==> src/rtl/iob_cache_be_arbiter.sv <==
`default_nettype none
//============================================================================
// Module      : iob_cache_be_arbiter
// Description : Arbitrates the cache back-end between the write-through
//               buffer (writes) and the line-replacement engine (fills).
//               Replacements win by default. A write that has waited through
//               MAX_WAIT consecutive replacement grants is served next.
//
// Ports       : clk_i          - system clock, rising edge
//               rst_i          - asynchronous active-high reset
//               wr_valid_i     - write requester wants the back-end
//               wr_addr_i      - line address of the pending write
//               wr_ready_o     - write completion pulse
//               rep_valid_i    - replace requester wants the back-end
//               rep_addr_i     - line address to fill
//               rep_done_o     - replace completion pulse
//               be_wr_valid_o  - back-end write channel enable
//               be_wr_ready_i  - back-end write completion pulse
//               be_rep_valid_o - back-end fill channel enable
//               be_rep_done_i  - back-end fill completion pulse
//               starve_cnt_o   - current starvation count (debug)
//
// Options     : IOB_CACHE_BE_ARB_HAZARD_EN - when defined, a write to the
//               same line as a pending fill is always served first so the
//               fill reads fresh data.
//
// Revision    : 1.0 - initial release
//============================================================================
module iob_cache_be_arbiter #(
    parameter int ADDR_W   = 26,
    parameter int STARVE_W = 4,
    parameter int MAX_WAIT = 8
) (
    input  logic                clk_i,
    input  logic                rst_i,

    input  logic                wr_valid_i,
    input  logic [ADDR_W-1:0]   wr_addr_i,
    output logic                wr_ready_o,

    input  logic                rep_valid_i,
    input  logic [ADDR_W-1:0]   rep_addr_i,
    output logic                rep_done_o,

    output logic                be_wr_valid_o,
    input  logic                be_wr_ready_i,
    output logic                be_rep_valid_o,
    input  logic                be_rep_done_i,

    output logic [STARVE_W-1:0] starve_cnt_o
);

    localparam logic [1:0]          c_IDLE     = 2'd0;
    localparam logic [1:0]          c_WR       = 2'd1;
    localparam logic [1:0]          c_REP      = 2'd2;
    localparam logic [STARVE_W-1:0] c_MAX_WAIT = STARVE_W'(MAX_WAIT);

    logic [1:0]          r_state;
    logic [1:0]          w_next_state;
    logic [STARVE_W-1:0] r_starve_cnt;
    // Cleared by reset and set on the first edge afterwards, so no grant is
    // decided on the very first rising edge following reset release.
    logic                r_armed;
    logic                w_hazard;
    logic                w_starved;
    logic                w_wr_wins;
    logic                w_go_wr;
    logic                w_go_rep;

`ifdef IOB_CACHE_BE_ARB_HAZARD_EN
    assign w_hazard = (wr_addr_i == rep_addr_i);
`else
    // Addresses only matter for the hazard option; fold them into a sink.
    logic w_unused_addr;
    assign w_unused_addr = ^{wr_addr_i, rep_addr_i};
    assign w_hazard      = 1'b0;
`endif

    assign w_starved = (r_starve_cnt == c_MAX_WAIT);
    assign w_wr_wins = wr_valid_i & (~rep_valid_i | w_starved | w_hazard);

    //------------------------------------------------------------------------
    // Next-state logic
    //------------------------------------------------------------------------
    always_comb begin
        w_next_state = r_state;
        case (r_state)
            c_IDLE: begin
                if (r_armed) begin
                    if (w_wr_wins) begin
                        w_next_state = c_WR;
                    end else if (rep_valid_i) begin
                        w_next_state = c_REP;
                    end
                end
            end
            c_WR: begin
                if (be_wr_ready_i) begin
                    w_next_state = c_IDLE;
                end
            end
            c_REP: begin
                if (be_rep_done_i) begin
                    w_next_state = c_IDLE;
                end
            end
            default: begin
                w_next_state = c_IDLE;
            end
        endcase
    end

    assign w_go_wr  = (r_state == c_IDLE) && (w_next_state == c_WR);
    assign w_go_rep = (r_state == c_IDLE) && (w_next_state == c_REP);

    //------------------------------------------------------------------------
    // State, arm flag and starvation counter
    //------------------------------------------------------------------------
    always_ff @(posedge clk_i or posedge rst_i) begin
        if (rst_i) begin
            r_state      <= c_IDLE;
            r_starve_cnt <= '0;
            r_armed      <= 1'b0;
        end else begin
            r_state <= w_next_state;
            r_armed <= 1'b1;
            if (w_go_wr) begin
                r_starve_cnt <= '0;
            end else if (w_go_rep && wr_valid_i && !w_starved) begin
                // Only replacement grants that bypass a waiting write count.
                r_starve_cnt <= r_starve_cnt + 1'b1;
            end
        end
    end

    //------------------------------------------------------------------------
    // Outputs: grants follow the state; completions pass through only while
    // the matching grant is active.
    //------------------------------------------------------------------------
    assign be_wr_valid_o  = (r_state == c_WR);
    assign be_rep_valid_o = (r_state == c_REP);
    assign wr_ready_o     = (r_state == c_WR)  & be_wr_ready_i;
    assign rep_done_o     = (r_state == c_REP) & be_rep_done_i;
    assign starve_cnt_o   = r_starve_cnt;

endmodule
`default_nettype wire

==> config.mk <==
export PLATFORM = sky130hd
export DESIGN_NAME = iob_cache_be_arbiter
export DESIGN_NICKNAME = d
export VERILOG_FILES = /design/src/rtl/iob_cache_be_arbiter.sv
export SDC_FILE = /design/constraint.sdc
export NUM_CORES = 1
export LEC_CHECK = 0
export CAP_MARGIN = 10
export CORE_UTILIZATION = 19
export CTS_CLUSTER_SIZE = 28
export DETAILED_ROUTE_END_ITERATION = 8
export MAX_ROUTING_LAYER = met4
export PLACE_DENSITY_LB_ADDON = 0.25
export SLEW_MARGIN = 15
export SYNTH_ARGS = -nofsm -noshare
export SYNTH_HDL_FRONTEND = slang
export SYNTH_SLANG_ARGS = --single-unit
==> constraint.sdc <==
create_clock -name clk_i -period 1.1 [get_ports clk_i]
set_input_delay 0.165 -clock clk_i [delete_from_list [all_inputs] [get_ports clk_i]]
set_output_delay 0.165 -clock clk_i [all_outputs]
set_load 0.02 [all_outputs]
# Word level (Yosys, flattened, before mapping)
# Cells that the tools add are included.
# totals
out_inout_bits,8
word_cells,29
inputBits,58
ff_bits,7
# classes
n_eq_ne,5
reduce_logical,7
bitwise,5
n_mux,8
n_addsub,1
# op_table
cell,count
2-to-1 mux 2 bit,5
2-to-1 mux 4 bit,2
case mux 2 bit (3 select lines),1
adder 4 x 1 -> 4 bit (second input constant),1
equality test 2 x 1 -> 1 bit (second input constant),2
equality test 2 bit (second input constant),2
equality test 4 bit (second input constant),1
logical AND 1 bit,4
bitwise AND 1 bit,3
logical NOT 2 bit,1
nonzero test 2 bit,1
logical NOT 1 bit,1
inverter 1 bit,1
bitwise OR 1 bit,1

# Logic depth before layout (Yosys ltp)
# Gate-level depths: netlist (run 1).
# depth
ltp_word,12
ltp_mapped,5

# Worst setup path after synthesis (run 1)
# OpenSTA, ideal clock, no wires.
# synth_path
path_type,register -> register
startpoint,register r_starve_cnt[0] (netlist: starve_cnt_o[0])
endpoint,register r_state[0]
arrival_ps,1168
stages_incl_launch_ff,6
required_ps,979
setup_slack_ps,-189
cell_sequence,dfrtp_1 inv_1 ha_1 nand3b_1 nand2_1 a22o_1
# synth_between
elab_chain_cells,6
# synth_lines
item,line_no,rtl
"start, declared",60,logic [STARVE_W-1:0] r_starve_cnt;
"start signal, assigned",131,r_starve_cnt <= r_starve_cnt + 1'b1;
equality test 4 bit,79,assign w_starved = (r_starve_cnt == c_MAX_WAIT);
bitwise OR 1 bit,80,assign w_wr_wins = wr_valid_i & (~rep_valid_i | w_starved | w_hazard);
bitwise AND 1 bit,80,
2-to-1 mux 2 bit,90,if (w_wr_wins) begin
2-to-1 mux 2 bit,89,if (r_armed) begin
case mux 2 bit (3 select lines),87,case (r_state)
net w_next_state[0],59,logic [1:0] w_next_state;
"end signal, assigned",121,r_state <= c_IDLE;
"end signal, assigned",125,r_state <= w_next_state;
"end, declared",58,logic [1:0] r_state;
# The timed path passes the listed nets, and every way through them passes these cells.
# A chain may end at the register's enable or synchronous reset.

# Worst setup path in the final report (run 1)
# layout_path
startpoint,register r_state[0]
endpoint,output port wr_ready_o
# layout_between
elab_chain_cells,2
# layout_lines
item,line_no,rtl
equality test 2 x 1 -> 1 bit,142,assign wr_ready_o = (r_state == c_WR) & be_wr_ready_i;
bitwise AND 1 bit,142,
"end, declared",39,"output logic wr_ready_o,"
# Every way passes these cells.

==> results of run 1 <==
## cells in the mapped netlist (all sizes together) (2+ instances only)
master  instances
nand2           3
dfrtp           7
inv             7
and2            2
ha              2
o21ai           4
## worst max-delay path by stage
stage,start,to,cells past startpoint
5_1_grt,r_state[1],wr_ready_o,3
2_1_floorplan,starve_cnt_o[0],r_state[0],5
3_3_place_gp,be_wr_ready_i,wr_ready_o,3
6_report,r_state[0],wr_ready_o,3
3_5_place_dp,be_rep_done_i,rep_done_o,3
4_1_cts,r_state[0],wr_ready_o,3
## per-stage QoR
| step | cells | hold WS, ns | TNS (ns) | setup slack [ns] | area (sq um) |
|---|---|---|---|---|---|
| CTS | 98 | 0.150 | -1.10 | -0.192 | 701 |
| floorplan | 42 | -0.0317 | -0.146 | -0.0741 | 412 |
| detailed placement | 90 | 0.426 | -2.72 | -0.410 | 636 |
| finish | 100 | 0.150 | -1.06 | -0.180 | 753 |
| global route | 100 | 0.201 | -1.66 | -0.221 | 753 |
| global placement | 90 | 0.423 | -2.67 | -0.406 | 636 |
## routing by layer
metal | share of wire [%] | global-route usage, %
met3 | 5.7 | 5.56
met2 | 49 | 16.3
met1 | 46 | 12.6
met5 | 0 | -
met4 | 0 | 5.00
## worst register-to-register path, delay by kind of cell, from the launching register on
kind	cells	cell delay (ns)
AND/OR/NAND/NOR	2	0.60
flip-flops	1	0.38
buffers and inverters	1	0.14
AO/OA/AOI/OAI	1	0.07
## state kept, by name, indices dropped and copies added (netlist names)
signal and count:
r_armed 1, r_state 2, starve_cnt_o 4
## report_power, final
part           total, W  switching, W  internal, W
combinational  0.000695      0.000297     0.000397
sequential     0.000372     0.0000505     0.000321
clock          0.000239      0.000100     0.000139
total           0.00131      0.000448     0.000857
## layout make-up
type / instances / area, sq um
Timing Repair Buffer: 27 / 240
Clock buffer: 4 / 26.3
Fill cell: 201 / 1230
Tap cell: 27 / 33.8
Multi-Input combinational cell: 28 / 249
Sequential cell: 7 / 178
Inverter: 7 / 26.3
## cells by family after synthesis
logic type      count (synthesis)  share of synthesized area [%]
other cells                     1                          0.922
simple gates                   16                           29.8
flops                           7                           43.1
compound gates                  9                           13.5
fa+ha+maj                       2                           6.15
buf+inv                         7                           6.46
## repair_timing
action                     in CTS  in global routing
pin swaps                      10                  4
setup endpoints to repair      14                 13
resized for setup              45                 13
buffers inserted                4                  3
==> flow_metrics.py, run 1 <==
metrics = {
    "status": {
        "status": "complete, but fails checks",
        "violations": "setup timing",
    },
    "worst_setup_path": {
        "worstReg2RegStart": "r_state[1]",
        "cp.buffers_inverters": 1,
        "critical_path.max_fanout": 3,
        "path_cells": "and2b_2 -> and2_4 -> buf_6",
        "critical_path_required_ns": 0.94,
        "start_kind": "flip-flop",
        "crit_family": "flip-flops",
        "critPathKind": "reg2out",
        "r2r_end": "starve_cnt_o[3]",
        "end_kind": "output pin",
        "cp_slowest_cell": "dfrtp_1",
        "worst_ep_arrival_time_ns": 1.12,
        "max_stage_delay_ns": 0.39,
        "r2r_slack_ns": -0.16,
        "rr_worst_depth": 4,
    },
    "place": {
        "gp_congestion": 0.717,
        "port_buffers": 13,
        "hpwl_um": 706,
    },
    "cells_and_area": {
        "final_layout_size_suffix_gt1_share_pct": 56.2,
        "syn2layout_area_growth_pct": 85.2,
        "nets": 134,
        "final_common_cell": "buf_4",
        "n_antenna_cell": 0,
        "post-route-util_pct": 38.0,
        "layout_common_cells": "buf_4 (12), buf_6 (8), inv_1 (5), clkdlybuf4s50_1 (5), dfrtp_1 (5)",
    },
    "power_and_ir_drop": {
        "powerDensity_nw_per_um2": 1730,
        "p_leak_nw": 0.343,
        "ir_worst_vdd_mv": 0.962,
        "p_total_w": 0.00131,
    },
    "detailed_routing": {
        "drc": 0,
        "wl_per_cell_um": 9.87,
        "final_antenna_net_count": 0,
        "drt_wl_total_um": 987,
        "vias": 398,
        "first_iter_violations": 0,
        "via_per_inst": 3.98,
        "firstDrtPassIters": 1,
    },
    "synthesis": {
        "synth_area_leaders": "dfrtp_1 (43%), nand4bb_4 (6.8%), inv_1 (6.5%), ha_1 (6.2%), o21ai_0 (4.9%)",
        "synth_edf_count": 0,
        "postSynthAreaPerCell_sq_um": 9.68,
        "async_reset_ff_share_pct": 100,
        "yosys_warnings": 0,
        "synth_cell_type_count": 23,
        "synth-main-ff-cell": "dfrtp_1",
        "synthCells": 42,
        "synth_area_sq_um": 407,
        "yosys.area.top_type_share_pct": 43.1,
        "synth_largest_area_cell": "dfrtp_1",
        "syn_nets": 102,
        "ys_ff_latch": 7,
        "ys_seq_area_share_pct": 43.1,
    },
    "clock_tree": {
        "clockBufferDepth": 2,
        "numCtsBuffers": 3,
        "path_clk_slew_ns": 0.06,
        "htree_levels": 1,
        "cts_tree": "yes",
        "cts-root-buf": "clkbuf_4",
        "clk_latency_ns": 0.25,
        "clock_sinks": 7,
        "cts_hold_buf": 0,
    },
    "sta": {
        "max_clock_freq_mhz": 781,
        "worst_slack_ns": -0.180,
        "hold_violations": 0,
        "skew_ns": 0.00350,
        "rsz0062_at_grt": "yes",
        "setup_viol": 9,
        "period_needed_ns": 1.28,
        "slew_violations": 0,
        "post-route-period-util_pct": 116,
    },
    "floorplan": {
        "pin_count": 66,
        "die-area_sq_um": 2330,
        "rows": 16,
        "start_util_pct": 20.5,
        "die_x_um": 48.3,
        "fp.coreArea_sq_um": 1980,
        "die_h_um": 48.3,
    },
    "global_routing": {
        "overflow": 0,
        "grt_max_degree": 8,
        "track_usage_pct": 11.1,
        "grt_first_pass_wirelength_um": 1600,
        "first_global_vias": 376,
        "antenna_found_initial": 0,
    },
    "min_path": {
        "hold_path.class": "in2async",
    },
    "job": {
        "cap_violations": 0,
    },
}
(Power assumes the default switching activity.)
==> run 2, diff against run 1 <==
--- a/config.mk
+++ b/config.mk
@@ -6,9 +6,11 @@
 export NUM_CORES = 1
 export LEC_CHECK = 0
 export CAP_MARGIN = 10
-export CORE_UTILIZATION = 19
+export CORE_AREA = 2 2 39 41
 export CTS_CLUSTER_SIZE = 28
 export DETAILED_ROUTE_END_ITERATION = 8
+export DIE_AREA = 0 0 41 43
+export DONT_BUFFER_PORTS = 1
 export MAX_ROUTING_LAYER = met4
 export PLACE_DENSITY_LB_ADDON = 0.25
 export SLEW_MARGIN = 15
==> flow_metrics.py, run 2 (synthesized netlist as in run 1, its figures left out) <==
metrics = {
    "status": {
        "status": "complete, but fails checks",
        "violations": "setup timing",
    },
    "cells_and_area": {
        "multi_input_area_sq_um": 239,
        "layout_common_cells": "buf_4 (6), inv_1 (5), dfrtp_1 (5), buf_6 (4)",
        "nFillCells": 151,
        "final_layout_size_suffix_gt1_share_pct": 45.6,
        "largest_reg_flops": 4,
        "syn2layout_area_growth_pct": 44.9,
        "final_common_cell": "buf_4",
        "nets": 118,
        "post-route-util_pct": 42.6,
        "register_area_sq_um": 178,
        "n_antenna_cell": 0,
    },
    "global_routing": {
        "first_global_vias": 303,
        "overflow": 0,
        "antenna_found_initial": 0,
        "grt_max_degree": 8,
        "track_usage_pct": 11.8,
        "grt_first_pass_wirelength_um": 1280,
    },
    "floorplan": {
        "rows": 14,
        "die_h_um": 43,
        "die-area_sq_um": 1760,
        "start_util_pct": 29.4,
        "fp.coreArea_sq_um": 1380,
        "pin_count": 66,
        "die_x_um": 41,
    },
    "power_and_ir_drop": {
        "ir_worst_vdd_mv": 0.932,
        "p_leak_nw": 0.262,
        "powerDensity_nw_per_um2": 1900,
    },
    "place": {
        "place_ws_ns": -0.153,
        "hpwl_um": 613,
        "gp_congestion": 0.651,
        "port_buffers": 0,
    },
    "detailed_routing": {
        "first_iter_violations": 7,
        "wl_per_cell_um": 11.2,
        "firstDrtPassIters": 4,
        "final_antenna_net_count": 0,
        "drt_wl_total_um": 817,
        "via_per_inst": 4.64,
        "vias": 339,
        "drc": 0,
    },
    "clock_tree": {
        "clockBufferDepth": 2,
        "clk_latency_ns": 0.25,
        "cts_tree": "yes",
        "cts-root-buf": "clkbuf_4",
        "clock_sinks": 7,
        "htree_levels": 1,
        "numCtsBuffers": 3,
        "path_clk_slew_ns": 0.06,
    },
    "sta": {
        "period_needed_ns": 1.24,
        "max_clock_freq_mhz": 804,
        "worst_slack_ns": -0.144,
        "hold_violations": 0,
        "skew_ns": 0.00705,
        "rsz0062_at_grt": "yes",
        "post-route-period-util_pct": 113,
        "hold_slack_ns": 0.0784,
        "fin_tns_setup_ns": -0.746,
        "setup_viol": 10,
        "slew_violations": 0,
    },
    "worst_setup_path": {
        "startpoint": "r_state[1]",
        "worstReg2RegStart": "starve_cnt_o[0]",
        "critPathKind": "reg2out",
        "end_kind": "output pin",
        "worst_ep_arrival_time_ns": 1.08,
        "start_kind": "flip-flop",
        "critical_path.max_fanout": 5,
        "critical_path_required_ns": 0.94,
        "r2r_slack_ns": -0.11,
    },
    "job": {
        "cap_violations": 0,
    },
    "min_path": {
        "hold_path.class": "in2reg",
        "hold_start": "rep_valid_i",
    },
}
-- run 2: path summary, 6_finish.rpt --
check,to,cells after the start
worst min register to register,starve_cnt_o[3],2
min in group asynchronous,starve_cnt_o[2],2
worst max register to register,r_state[1],5
worst max-delay path,wr_ready_o,2
worst min-delay path,r_state[1],2
max in group asynchronous,starve_cnt_o[1],2
-- run 2: critical path: stages, from the launching register on --
cell and delay (ns):
dfrtp_1 0.41, and2b_2 0.25, and2_4 0.17
-- run 2: layout make-up --
cell class / count / share of cell area [%]
Timing Repair Buffer: 11 / 17.0
Inverter: 7 / 4.46
Multi-Input combinational cell: 28 / 40.6
Sequential cell: 7 / 30.1
Tap cell: 16 / 3.40
Clock buffer: 4 / 4.46
-- run 2: what timing repair did --
action / 4_1_cts / 5_1_grt
pin swaps: 11 / 0
buffers inserted: 0 / 1
hold endpoints to repair: 7 / 0
gates resized for setup: 13 / 2
hold buffers: 1 / 0
setup endpoints to repair: 11 / 11
-- run 2: report_power, final --
part           internal [W]  switching, W  total [W]
Clock              0.000139      0.000100   0.000239
Sequential         0.000321     0.0000757   0.000396
Combinational      0.000257      0.000230   0.000487
-- run 2: metal layers --
metal / wire, um / track usage [%]
met1: 339 / 12.9
met2: 441 / 16.9
met3: 23 / 3.14
met4: 13 / 10.0
met5: 0 / -
-- run 2: metrics by stage --
stage | area (sq um) | instances | power [W]
after detailed placement | 499 | 67 | 0.000788
after global routing | 589 | 73 | 0.00123
after CTS | 572 | 72 | 0.00111
final | 589 | 73 | 0.00112
after floorplan | 412 | 42 | 0.000621
after global placement | 499 | 67 | 0.000783
